### src/rtl/array_memory_pkg.sv
// array_memory_pkg: shared FSM encoding and default geometry for the arbitrated memory and its benches
package array_memory_pkg;
  typedef enum logic [1:0] {IDLE = 2'd0, ACCESS = 2'd1, RESP = 2'd2} state_t;
  localparam int DEF_WIDTH = 4;
  localparam int DEF_ADDR_BITS = 3;
endpackage

### src/rtl/rr_arbiter2.sv
// rr_arbiter2: two-port combinational arbiter; last = 1 means port 1 was granted last.
// ARB_FIXED_PRIORITY_EN makes port 0 win every tie.
module rr_arbiter2 (
  input  logic [1:0] req,
  input  logic       last,
  output logic [1:0] grant
);
  always_comb begin
`ifdef ARB_FIXED_PRIORITY_EN
    grant = req[0] ? 2'b01 : req[1] ? 2'b10 : 2'b00;
`else
    grant = (&req) ? (last ? 2'b01 : 2'b10) : req[0] ? 2'b01 : req[1] ? 2'b10 : 2'b00;
`endif
  end
endmodule

### src/rtl/array_memory_arbiter.sv
// array_memory_arbiter: shares one single-port memory between two requesters, one transaction per
// three cycles (IDLE -> ACCESS -> RESP). Tie policy set by ARB_FIXED_PRIORITY_EN in rr_arbiter2.
module array_memory_arbiter
  import array_memory_pkg::*;
#(
  parameter int WIDTH = DEF_WIDTH,
  parameter int ADDR_BITS = DEF_ADDR_BITS
) (
  input  logic                 clock,
  input  logic                 reset_n,
  input  logic                 req0,
  input  logic                 req1,
  input  logic                 rw0,
  input  logic                 rw1,
  input  logic [ADDR_BITS-1:0] addr0,
  input  logic [ADDR_BITS-1:0] addr1,
  input  logic [WIDTH-1:0]     wdata0,
  input  logic [WIDTH-1:0]     wdata1,
  output logic                 ack0,
  output logic                 ack1,
  output logic [WIDTH-1:0]     rdata0,
  output logic [WIDTH-1:0]     rdata1,
  output logic [ADDR_BITS-1:0] mem_address,
  output logic [WIDTH-1:0]     mem_data_in,
  output logic                 mem_rw,
  output logic                 mem_ensure,
  input  logic [WIDTH-1:0]     mem_rdata,
  output logic                 busy
);
  state_t state, next;
  logic [1:0] grant;
  logic last, rw_q;
  logic [ADDR_BITS-1:0] addr_q;
  logic [WIDTH-1:0] wdata_q;
  rr_arbiter2 u_arb (.req({req1, req0}), .last(last), .grant(grant));
  // last doubles as the current winner once a transaction has been captured
  always_ff @(posedge clock or negedge reset_n) begin
    if (!reset_n) begin
      state <= IDLE;
      last <= 1'b1;
      rw_q <= 1'b1;
      addr_q <= '0;
      wdata_q <= '0;
      rdata0 <= '0;
      rdata1 <= '0;
    end else begin
      state <= next;
      if (state == IDLE && (req0 || req1)) begin
        last <= grant[1];
        rw_q <= grant[1] ? rw1 : rw0;
        addr_q <= grant[1] ? addr1 : addr0;
        wdata_q <= grant[1] ? wdata1 : wdata0;
      end
      if (state == ACCESS && rw_q && last) rdata1 <= mem_rdata;
      if (state == ACCESS && rw_q && !last) rdata0 <= mem_rdata;
    end
  end
  always_comb begin
    next = state == IDLE ? ((req0 || req1) ? ACCESS : IDLE) : state == ACCESS ? RESP : IDLE;
    mem_ensure = state == ACCESS;
    mem_rw = state == ACCESS ? rw_q : 1'b1;
    ack0 = state == RESP && !last;
    ack1 = state == RESP && last;
    busy = state != IDLE;
  end
  assign mem_address = addr_q;
  assign mem_data_in = wdata_q;
endmodule

### config.mk
export PLATFORM = sky130hd
export DESIGN_NAME = array_memory_arbiter
export DESIGN_NICKNAME = d
export VERILOG_FILES = /design/src/rtl/array_memory_pkg.sv /design/src/rtl/rr_arbiter2.sv /design/src/rtl/array_memory_arbiter.sv
export SDC_FILE = /design/constraint.sdc
export NUM_CORES = 1
export LEC_CHECK = 0
export CAP_MARGIN = 5
export CORE_MARGIN = 3
export CORE_UTILIZATION = 35
export CTS_CLUSTER_SIZE = 16
export DETAILED_ROUTE_END_ITERATION = 6
export PLACE_DENSITY = 0.71
export SYNTH_ARGS = -nofsm -noshare
export SYNTH_HDL_FRONTEND = slang
export SYNTH_SLANG_ARGS = --single-unit
### constraint.sdc
create_clock -name clock -period 2.7 [get_ports clock]
set_clock_uncertainty 0.05 [all_clocks]
set_input_delay 0.27 -clock clock [delete_from_list [all_inputs] [get_ports clock]]
set_output_delay 0.27 -clock clock [all_outputs]
set_load 0.005 [all_outputs]
; ---- After elaboration in Yosys (flattened, before gate mapping)
; Cells that the tools add are included.
[totals]
register_bits = 19
in_bits = 24
output_inout_bits = 20
word_cells = 31
[op_classes]
eq_ne = 2
mux = 11
reduce_logical = 11
[op_table]
columns = op, count
row1 = $mux W2, 6
row2 = $logic_and A1 B1 Y1, 6
row3 = $mux W4, 1
row4 = $mux W1, 3
row5 = $mux W3, 1
row6 = $eq A2 B1 Y1 const B, 1
row7 = $eq A2 B2 Y1 const B, 1
row8 = $logic_not A2 Y1, 1
row9 = $reduce_and A2 Y1, 1
row10 = $reduce_bool A2 Y1, 1
row11 = $logic_not A1 Y1, 1
row12 = $logic_or A1 B1 Y1, 1

; ---- Longest topological paths before layout
; Gate-level depths: netlist of run 1.
[logic_depth]
depth_word = 4
mapped_depth = 5
mapped_depth_nobuf = 3

; ---- Cells and area by module
; Synthesis of run 1 repeated with hierarchy kept, for this count alone.
[unflattened]
cells_unflattened = 57
hier_area_um2 = 867.1
[by_module_without_submodules]
columns = mod, instances, cells_each, area_each_um2
row1 = array_memory_arbiter, 1, 54, 848.3
row2 = rr_arbiter2, 1, 3, 18.8

; ---- Worst setup path before layout of run 1
; OpenSTA, ideal clock, no wires.
[synth_timing]
kind = register to register
startpoint = register last
endpoint = register addr_q[0] (netlist: mem_address[0])
setup_time_ps = 81
t_arrival_ps = 1215
slack_ps = 1354
stages_incl_launch_ff = 6
n_path_buf = 2
period_less_slack_ps = 1346
path_cell_list = dfstp_2 > buf_2 > a21bo_2 > clkbuf_1 > nand2_1 > a31oi_2
[synth_between]
elab_chain_cells = 3
[synth_lines]
columns = element, line_no
row1 = from (decl), array_memory_arbiter.sv:32  ; logic last, rw_q;
row2 = from (signal assigned), array_memory_arbiter.sv:49  ; last <= grant[1];
row3 = $mux W2 (2 in a row), rr_arbiter2.sv:12  ; grant = (&req) ? (last ? 2'b01 : 2'b10) : req[0] ? 2'b01 : req[1] ? 2'b10 : 2'b00;
row4 = $mux W3, array_memory_arbiter.sv:51  ; addr_q <= grant[1] ? addr1 : addr0;
row5 = to (signal assigned), array_memory_arbiter.sv:51
row6 = to (decl), array_memory_arbiter.sv:33  ; logic [ADDR_BITS-1:0] addr_q;
; No other way between the ends.
; A chain may end at the register's enable or synchronous reset.

; ---- Final worst setup path of run 1
[layout_timing]
startpoint = register last
endpoint = output ack1
[layout_between]
elab_chain_cells = 1
[layout_lines]
columns = element, line_no
row1 = $logic_and A1 B1 Y1, array_memory_arbiter.sv:63  ; ack1 = state == RESP && last;
row2 = to (decl), array_memory_arbiter.sv:20  ; output logic ack1,
; No other way between the ends.

==> flow_summary.toml, run 1 <==
[run_status]
status = "finished, final reports clean"

[pwr]
peakVddDrop_mv = 0.504
p_per_area_nw_per_um2 = 1040
p_leak_nw = 0.550

[cts]
post_cts_resized = 0
clk_pin_slew_ns = 0.11
cts_setup_buffers = 0
root_buffer = "clkbuf_4"
cts.sinks = 19
clk_path_buf_depth = 2
postCtsHoldBufs = 0
htreeDepth = 1
clk_latency_ns = 0.29
numCtsBuffers = 3
cts_tree = "built"

[drt]
first_pass_iters = 4
ant_nets = 0
drt_iter0_drc = 10
wire_per_inst_microns = 14.2
viasPerCell = 5.05
drc = 0
wl_mm = 2.12
num_vias = 752

[sta]
hold_viol = 0
rsz0062_at_grt = "false"
max_freq_mhz = 526
relSlewSlack_pct = 43.3
min_period_ns = 1.90
tightest_slew_ns = 0.848
setup_tns_ns = 0
fin_crit_sh_pct = 70.4
setup_viol = 0
slew_violations = 0

[logic_synthesis]
syn-num-nets = 102
ys_seq_area_share_pct = 52.6
muxShareOfSynthArea_pct = 9.92
synth_xor_area_share_pct = 0
synth_area_per_cell_sq_um = 11.6
yosys.area_share.adder_pct = 0
syn_inst = 78
ys_warn_count = 0
synth_area_sq_um = 908
yosys.area_share.simple_pct = 14.2
synth_cell_types = 21
synth_seq_cells = 19
synth_compound_area_share_pct = 19.0
synth_top_family_by_area = "compound AO/OA/AOI/OAI gates"

[floorplan]
pin_count = 44
core_sq_um = 2340
dieArea_sq_um = 3240
initial_core_util_pct = 38.8
row_count = 17
die_height_microns = 56.9
die_w_microns = 56.9

[worst_setup_path]
reg2reg_slack_ns = 1.31
r2r_cells = 3
worstSetupEndpointType = "output pin"
critPathRequiredTime_ns = 2.38
worstSetupPathType = "register to output pin"
rr_startpoint = "state[1]"
critPathMaxFanout = 8
r2r_end = "rdata0[1]"
crit_path_start_kind = "register"
crit_arrival_ns = 1.58

[global_route]
grt_use_total_pct = 14.0
grt_pass1_wl_mm = 3.58
grt_antenna_before_repair = 0
grt_max_degree = 20
grt_pass1_vias = 810
overflow = 0

[finish]
layout_common_cells = "clkdlybuf4s50_1, dfrtp_1, nand2_1"
area_delta_synth_final_pct = 51.1
multi_input_area_sq_um = 392
diodes = 0
ff_latch_area_sq_um = 478
final_core_util_pct = 58.7
nets = 146
final_common_cell = "clkdlybuf4s50_1"
drive_above_1_share_pct = 21.5
nFillCells = 217

[hold_path]
hp-class = "input port to async pin"

[run]
cap_viol_max_count = 0

[placement]
dp_hpwl_mm = 1.67
gp_congestion = 0.770
port_buffers = 43
[metrics by stage]
step	instances	hold WS [ns]	area [sq um]	setup slack, ns	power, mW
2_1_floorplan	78	-0.0756	908	1.35	0.907
3_3_place_gp	145	0.436	1350	1.07	1.28
3_5_place_dp	145	0.445	1350	1.03	1.30
4_1_cts	149	0.429	1370	0.768	1.45
5_1_grt	149	0.447	1370	0.719	1.53
6_report	149	0.402	1370	0.800	1.43
[worst max path at each step]
stage	cells past startpoint	to	start	slack (ns)
floorplan	5	mem_address[0]	last	1.35
finish	2	ack1	last	0.80
global placement	4	mem_address[0]	req0	1.07
detailed placement	4	mem_data_in[0]	req0	1.03
global route	2	ack1	last	0.72
CTS	2	ack1	last	0.77
[state kept, by name (all words and copies together) (netlist names)]
register	count
state	2
rdata0	4
rw_q	1
mem_address	3
last	1
mem_data_in	4
rdata1	4
[per-layer routing]
| metal | track usage [%] | share of wire [%] |
|---|---|---|
| met2 | 23.8 | 48 |
| met4 | 4.97 | 0.71 |
| met5 | 0 | 0 |
| met1 | 17.3 | 42 |
| met3 | 3.39 | 9.2 |
[where the power goes]
group	internal (mW)	switching [mW]
Sequential	0.442	0.103
Combinational	0.467	0.275
Clock	0.0573	0.0828
[synth_stat cells]
cell | number | share of area [%]
dfrtp_1 | 17 | 47
nand2_1 | 16 | 6.6
a21oi_1 | 9 | 5.0
a31oi_2 | 8 | 11
mux2_2 | 8 | 9.9
and3b_1 | 2 | 1.9
buf_6 | 2 | 2.5
clkbuf_1 | 2 | 0.83
dfstp_2 | 2 | 5.8
a21bo_2 | 1 | 1.1
a21boi_2 | 1 | 1.2
a31oi_1 | 1 | 0.69
and2_4 | 1 | 0.96
buf_2 | 1 | 0.55
inv_1 | 1 | 0.41
nand2b_1 | 1 | 0.69
nand3_1 | 1 | 0.55
nor2_1 | 1 | 0.41
nor2b_4 | 1 | 1.5
nor3b_1 | 1 | 0.83
or2_1 | 1 | 0.69
[critical path, stage by stage (launching register included)]
cell,delay (ns)
dfstp_2,0.61
and3b_1,0.19
clkdlybuf4s50_1,0.50
[final cells by class]
class	instances	share of cell area (%)
flip-flops and latches	19	34.8
repair buffers	44	31.9
multi-input cells	53	28.5
well taps	28	2.55
clock buffers	4	1.91
inverters	1	0.273
[logic make-up (layout without fill, tap and decap cells)]
kind of cell / Yosys count / count (layout)
buffers and inverters: 6 / 49
AOI/OAI and AO/OA: 20 / 20
and+or+nand+nor: 25 / 25
muxes: 8 / 8
DFF: 19 / 19
No activity file was read; power rests on OpenSTA's default activity.
==> inputs of run 2 (changes only) <==
==> constraint.sdc (replaced) <==
create_clock -name clock -period 1.8 [get_ports clock]
set_clock_uncertainty 0.05 [all_clocks]
set_input_delay 0.18 -clock clock [delete_from_list [all_inputs] [get_ports clock]]
set_output_delay 0.18 -clock clock [all_outputs]
set_load 0.005 [all_outputs]
==> flow_summary.toml, run 2 (synthesized netlist as in run 1, its figures left out) <==
[floorplan]
row_count = 17
die_w_microns = 56.9
core_sq_um = 2340
pin_count = 44
initial_core_util_pct = 38.8
die_height_microns = 56.9
dieArea_sq_um = 3240

[cts]
clk_path_buf_depth = 2
root_buffer = "clkbuf_4"
numCtsBuffers = 3
cts.sinks = 19
postCtsHoldBufs = 0
htreeDepth = 1
clk_pin_slew_ns = 0.10
cts_tree = "built"
clk_latency_ns = 0.29

[worst_setup_path]
critPathRequiredTime_ns = 1.57
cpLargestDelayFamily = "flip-flops"
crit_arrival_ns = 1.50
reg2reg_slack_ns = 0.38
cp_slowest_cell = "dfstp_2"
cp_num_buf_inv = 1
critical_path.cell_chain = "and3b_1 -> clkdlybuf4s50_1"
worstSetupPathType = "register to output pin"
cpPeakStageDelay_ns = 0.57
critPathMaxFanout = 3
worstSetupEndpointType = "output pin"
crit_path_start_kind = "register"

[finish]
drive_above_1_share_pct = 23.6
final_cells = 151
area_delta_synth_final_pct = 53.3
nFillCells = 210
diodes = 0
final_common_cell = "clkdlybuf4s50_1"
layout_common_cells = "clkdlybuf4s50_1, dfrtp_1, nand2_1"
nets = 148

[placement]
port_buffers = 43
dp_hpwl_mm = 1.74
gp_congestion = 0.768
place_inst = 146

[sta]
setup_viol = 0
fin_hold_ws_ns = 0.159
tightest_slew_ns = 0.483
fin_crit_sh_pct = 96.1
slew_violations = 0
setup_tns_ns = 0
hold_viol = 0
min_period_ns = 1.73
rsz0062_at_grt = "false"
relSlewSlack_pct = 67.7
max_freq_mhz = 578

[drt]
first_pass_iters = 3
wire_per_inst_microns = 14.1
wl_mm = 2.13
num_vias = 749
viasPerCell = 4.96
ant_nets = 0
drc = 0
drt_iter0_drc = 4

[pwr]
pwr-share-seq_pct = 37.5
p_per_area_nw_per_um2 = 1550
power.switching_uw = 696
netSwitchingFraction_pct = 32.2
peakVddDrop_mv = 0.764
p_clk_share_pct = 9.6
p_comb_share_pct = 53.0
p_leak_nw = 0.561
intPower_mw = 1.47

[run_status]
status = "finished, final reports clean"

[global_route]
grt_pass1_vias = 811
grt_pass1_wl_mm = 3.65
grt_max_degree = 12
grt_use_total_pct = 14.2
grt_antenna_before_repair = 0
overflow = 0

[run]
cap_viol_max_count = 0

[hold_path]
hp-class = "input port to async pin"
[run 2: changes by cell type in the layout (fill, tap and decap cells not counted)]
cell     delta
nor3b_1     -1
nor3b_2     +1
buf_4       +2
[run 2: layer usage]
layer  global-route usage (%)  vias up  part of all wire [%]
met5                        0        -                     0
met4                     4.97        0                  0.70
met3                     4.07        2                   8.8
met2                     23.3       35                    49
met1                     17.9      349                    42
li1                         -      363                     -
[run 2: final cells by class]
type,instances,area (sq um),area share [%]
flip-flops and latches,19,478,34.3
clock buffers,4,26.3,1.89
multi-input cells,53,397,28.5
well taps,28,35.0,2.52
repair buffers,46,453,32.5
inverters,1,3.75,0.270
[run 2: worst paths after layout]
| check | cells after the start | to | from |
|---|---|---|---|
| worst max-delay path | 2 | ack1 | last |
| worst min-delay path | 1 | rdata0[1] | reset_n |
| worst max register to register | 3 | rdata0[0] | state[0] |
| worst min register to register | 1 | rdata1[3] | rdata1[3] |
| max in group asynchronous | 2 | rdata0[3] | reset_n |
| min in group clock | 3 | rw_q | rw0 |
[run 2: power groups by stage]
stage	combinational [mW]	sequential [mW]	clock, mW
finish	1.15	0.810	0.207
floorplan	0.565	0.795	0
global placement	1.10	0.817	0
detailed placement	1.13	0.829	0
global route	1.25	0.837	0.236
CTS	1.17	0.808	0.218
[run 2: through the flow]
step | worst slack (ns) | cell area, sq um | util (%) | power (mW)
6_report | 0.0709 | 1390 | 59.5 | 2.16
5_1_grt | 0.00577 | 1390 | 59.5 | 2.32
2_1_floorplan | 0.454 | 908 | - | 1.36
4_1_cts | 0.0550 | 1390 | 59.3 | 2.19
3_5_place_dp | 0.218 | 1350 | 57.9 | 1.96
3_3_place_gp | 0.264 | 1350 | 57.9 | 1.92
[run 2: repair_timing]
item                       CTS  global route
cloned                       0             0
buffers inserted             1             0
setup endpoints to repair    1             1
gates resized for setup      0             1
==> inputs of run 3 (changes only) <==
--- a/config.mk
+++ b/config.mk
@@ -5,12 +5,12 @@
 export SDC_FILE = /design/constraint.sdc
 export NUM_CORES = 1
 export LEC_CHECK = 0
-export CAP_MARGIN = 5
+export CORE_ASPECT_RATIO = 1.1
 export CORE_MARGIN = 3
 export CORE_UTILIZATION = 35
 export CTS_CLUSTER_SIZE = 16
 export DETAILED_ROUTE_END_ITERATION = 6
-export PLACE_DENSITY = 0.71
+export DONT_BUFFER_PORTS = 1
 export SYNTH_ARGS = -nofsm -noshare
 export SYNTH_HDL_FRONTEND = slang
 export SYNTH_SLANG_ARGS = --single-unit
==> flow_summary.toml, run 3 (synthesized netlist as in run 1, its figures left out) <==
[floorplan]
dieArea_sq_um = 3240
initial_core_util_pct = 38.4
row_count = 18
die_height_microns = 59.4
die_w_microns = 54.6
pin_count = 44
core_sq_um = 2360

[worst_setup_path]
cpPeakStageDelay_ns = 0.62
cpLargestDelayFamily = "flip-flops"
cp_slowest_cell = "dfstp_2"
rr_startpoint = "last"
worstSetupEndpointType = "register"
crit_arrival_ns = 1.89
critPathMaxFanout = 8
critPathRequiredTime_ns = 1.98
cp_num_buf_inv = 1
worstSetupPathType = "register to register"
critPathLaunch = "last"
crit_path_start_kind = "register"
critical_path.cell_chain = "a21bo_4 -> nand2_1 -> a31oi_2 -> dlygate4sd3_1"

[pwr]
pwr-share-seq_pct = 43.2
p_comb_share_pct = 46.1
power.switching_uw = 702
p_clk_share_pct = 10.7
intPower_mw = 1.27
peakVddDrop_mv = 0.744
p_leak_nw = 0.511
p_total_mw = 1.98
netSwitchingFraction_pct = 35.5
p_per_area_nw_per_um2 = 1620

[drt]
wl_mm = 2.22
viasPerCell = 5.21
drc = 0
drt_iter0_drc = 5
ant_nets = 0
first_pass_iters = 4
num_vias = 704
wire_per_inst_microns = 16.5

[run_status]
status = "finished, final reports clean"

[cts]
clk_latency_ns = 0.29
htreeDepth = 1
numCtsBuffers = 3
clk_path_buf_depth = 2
cts_tree = "built"
cts.sinks = 19
clk_pin_slew_ns = 0.11
root_buffer = "clkbuf_4"

[sta]
fin_hold_ws_ns = 0.0718
fin_crit_sh_pct = 94.8
min_period_ns = 1.71
setup_viol = 0
max_freq_mhz = 586
slew_violations = 0
tightest_slew_ns = 0.872
setup_tns_ns = 0
hold_viol = 0
rsz0062_at_grt = "false"
relSlewSlack_pct = 41.7

[global_route]
grt_pass1_wl_mm = 3.28
grt_antenna_before_repair = 0
overflow = 0
grt_pass1_vias = 759
grt_max_degree = 20
grt_use_total_pct = 14.3

[run]
cap_viol_max_count = 0

[finish]
final_common_cell = "dlygate4sd3_1"
drive_above_1_share_pct = 30.5
nets = 130
layout_common_cells = "dlygate4sd3_1, dfrtp_1, nand2_1"
diodes = 0
nFillCells = 215
area_delta_synth_final_pct = 34.6

[placement]
dp_hpwl_mm = 1.39
gp_congestion = 0.614
port_buffers = 0

[hold_path]
min_from = "req0"
hp-class = "input port to register"
==> run 3: final cells by class <==
cell class                      instances  area, sq um  area share (%)
Timing Repair Buffer                   28          268            21.9
Multi-Input combinational cell         53          408            33.4
Sequential cell                        19          478            39.1
Inverter                                1         3.75           0.307
Tap cell                               30         37.5            3.07
Clock buffer                            3         22.5            1.84
Clock inverter                          1         5.00           0.409
==> run 3: layer usage <==
metal  track usage, %  vias up  wire length (microns)  share of wire (%)
li1                 -      326                      -                  -
met1             13.4      338                    831                 37
met2             27.9       38                   1180                 53
met3             6.05        2                    203                9.1
met4             2.14        0                      8               0.36
met5                0        -                      0                  0
==> run 3: through the flow <==
stage,std cells,instance area (sq um),setup slack [ns],utilization (%)
after floorplan,78,908,0.454,-
after global placement,104,918,0.439,38.8
after detailed placement,104,918,0.389,38.8
after CTS,131,1180,0.0216,49.7
after global routing,135,1220,0.0215,51.7
final,135,1220,0.0943,51.7
==> run 3: repair_timing <==
action	4_1_cts	5_1_grt
buffers inserted	0	3
hold endpoints to repair	36	0
hold buffers	23	0
gates resized for setup	0	5
endpoints found under the setup margin	0	7
==> run 3: path summary, 6_finish.rpt <==
kind	slack (ns)	cells past startpoint	end
setup reg to reg	0.09	4	mem_address[0]
hold reg to reg	0.49	1	rdata1[2]
max in group asynchronous	0.78	1	mem_address[2]
hold / removal	0.07	3	rw_q
min in group asynchronous	0.39	1	rdata0[2]
setup / recovery	0.09	4	mem_address[0]
==> run 3: worst reg2reg max path, delay by kind of cell (launching register included) <==
kind | cells | cell delay (ns)
buffers and inverters | 1 | 0.56
DFF | 1 | 0.62
and+or+nand+nor | 1 | 0.08
AOI/OAI and AO/OA | 2 | 0.34
==> run 3: power by group through the flow <==
stage / clock (mW) / sequential [mW] / combinational (mW)
global route: 0.246 / 0.897 / 0.989
finish: 0.212 / 0.853 / 0.911
global placement: 0 / 0.861 / 0.593
floorplan: 0 / 0.795 / 0.565
detailed placement: 0 / 0.871 / 0.618
CTS: 0.229 / 0.863 / 0.802
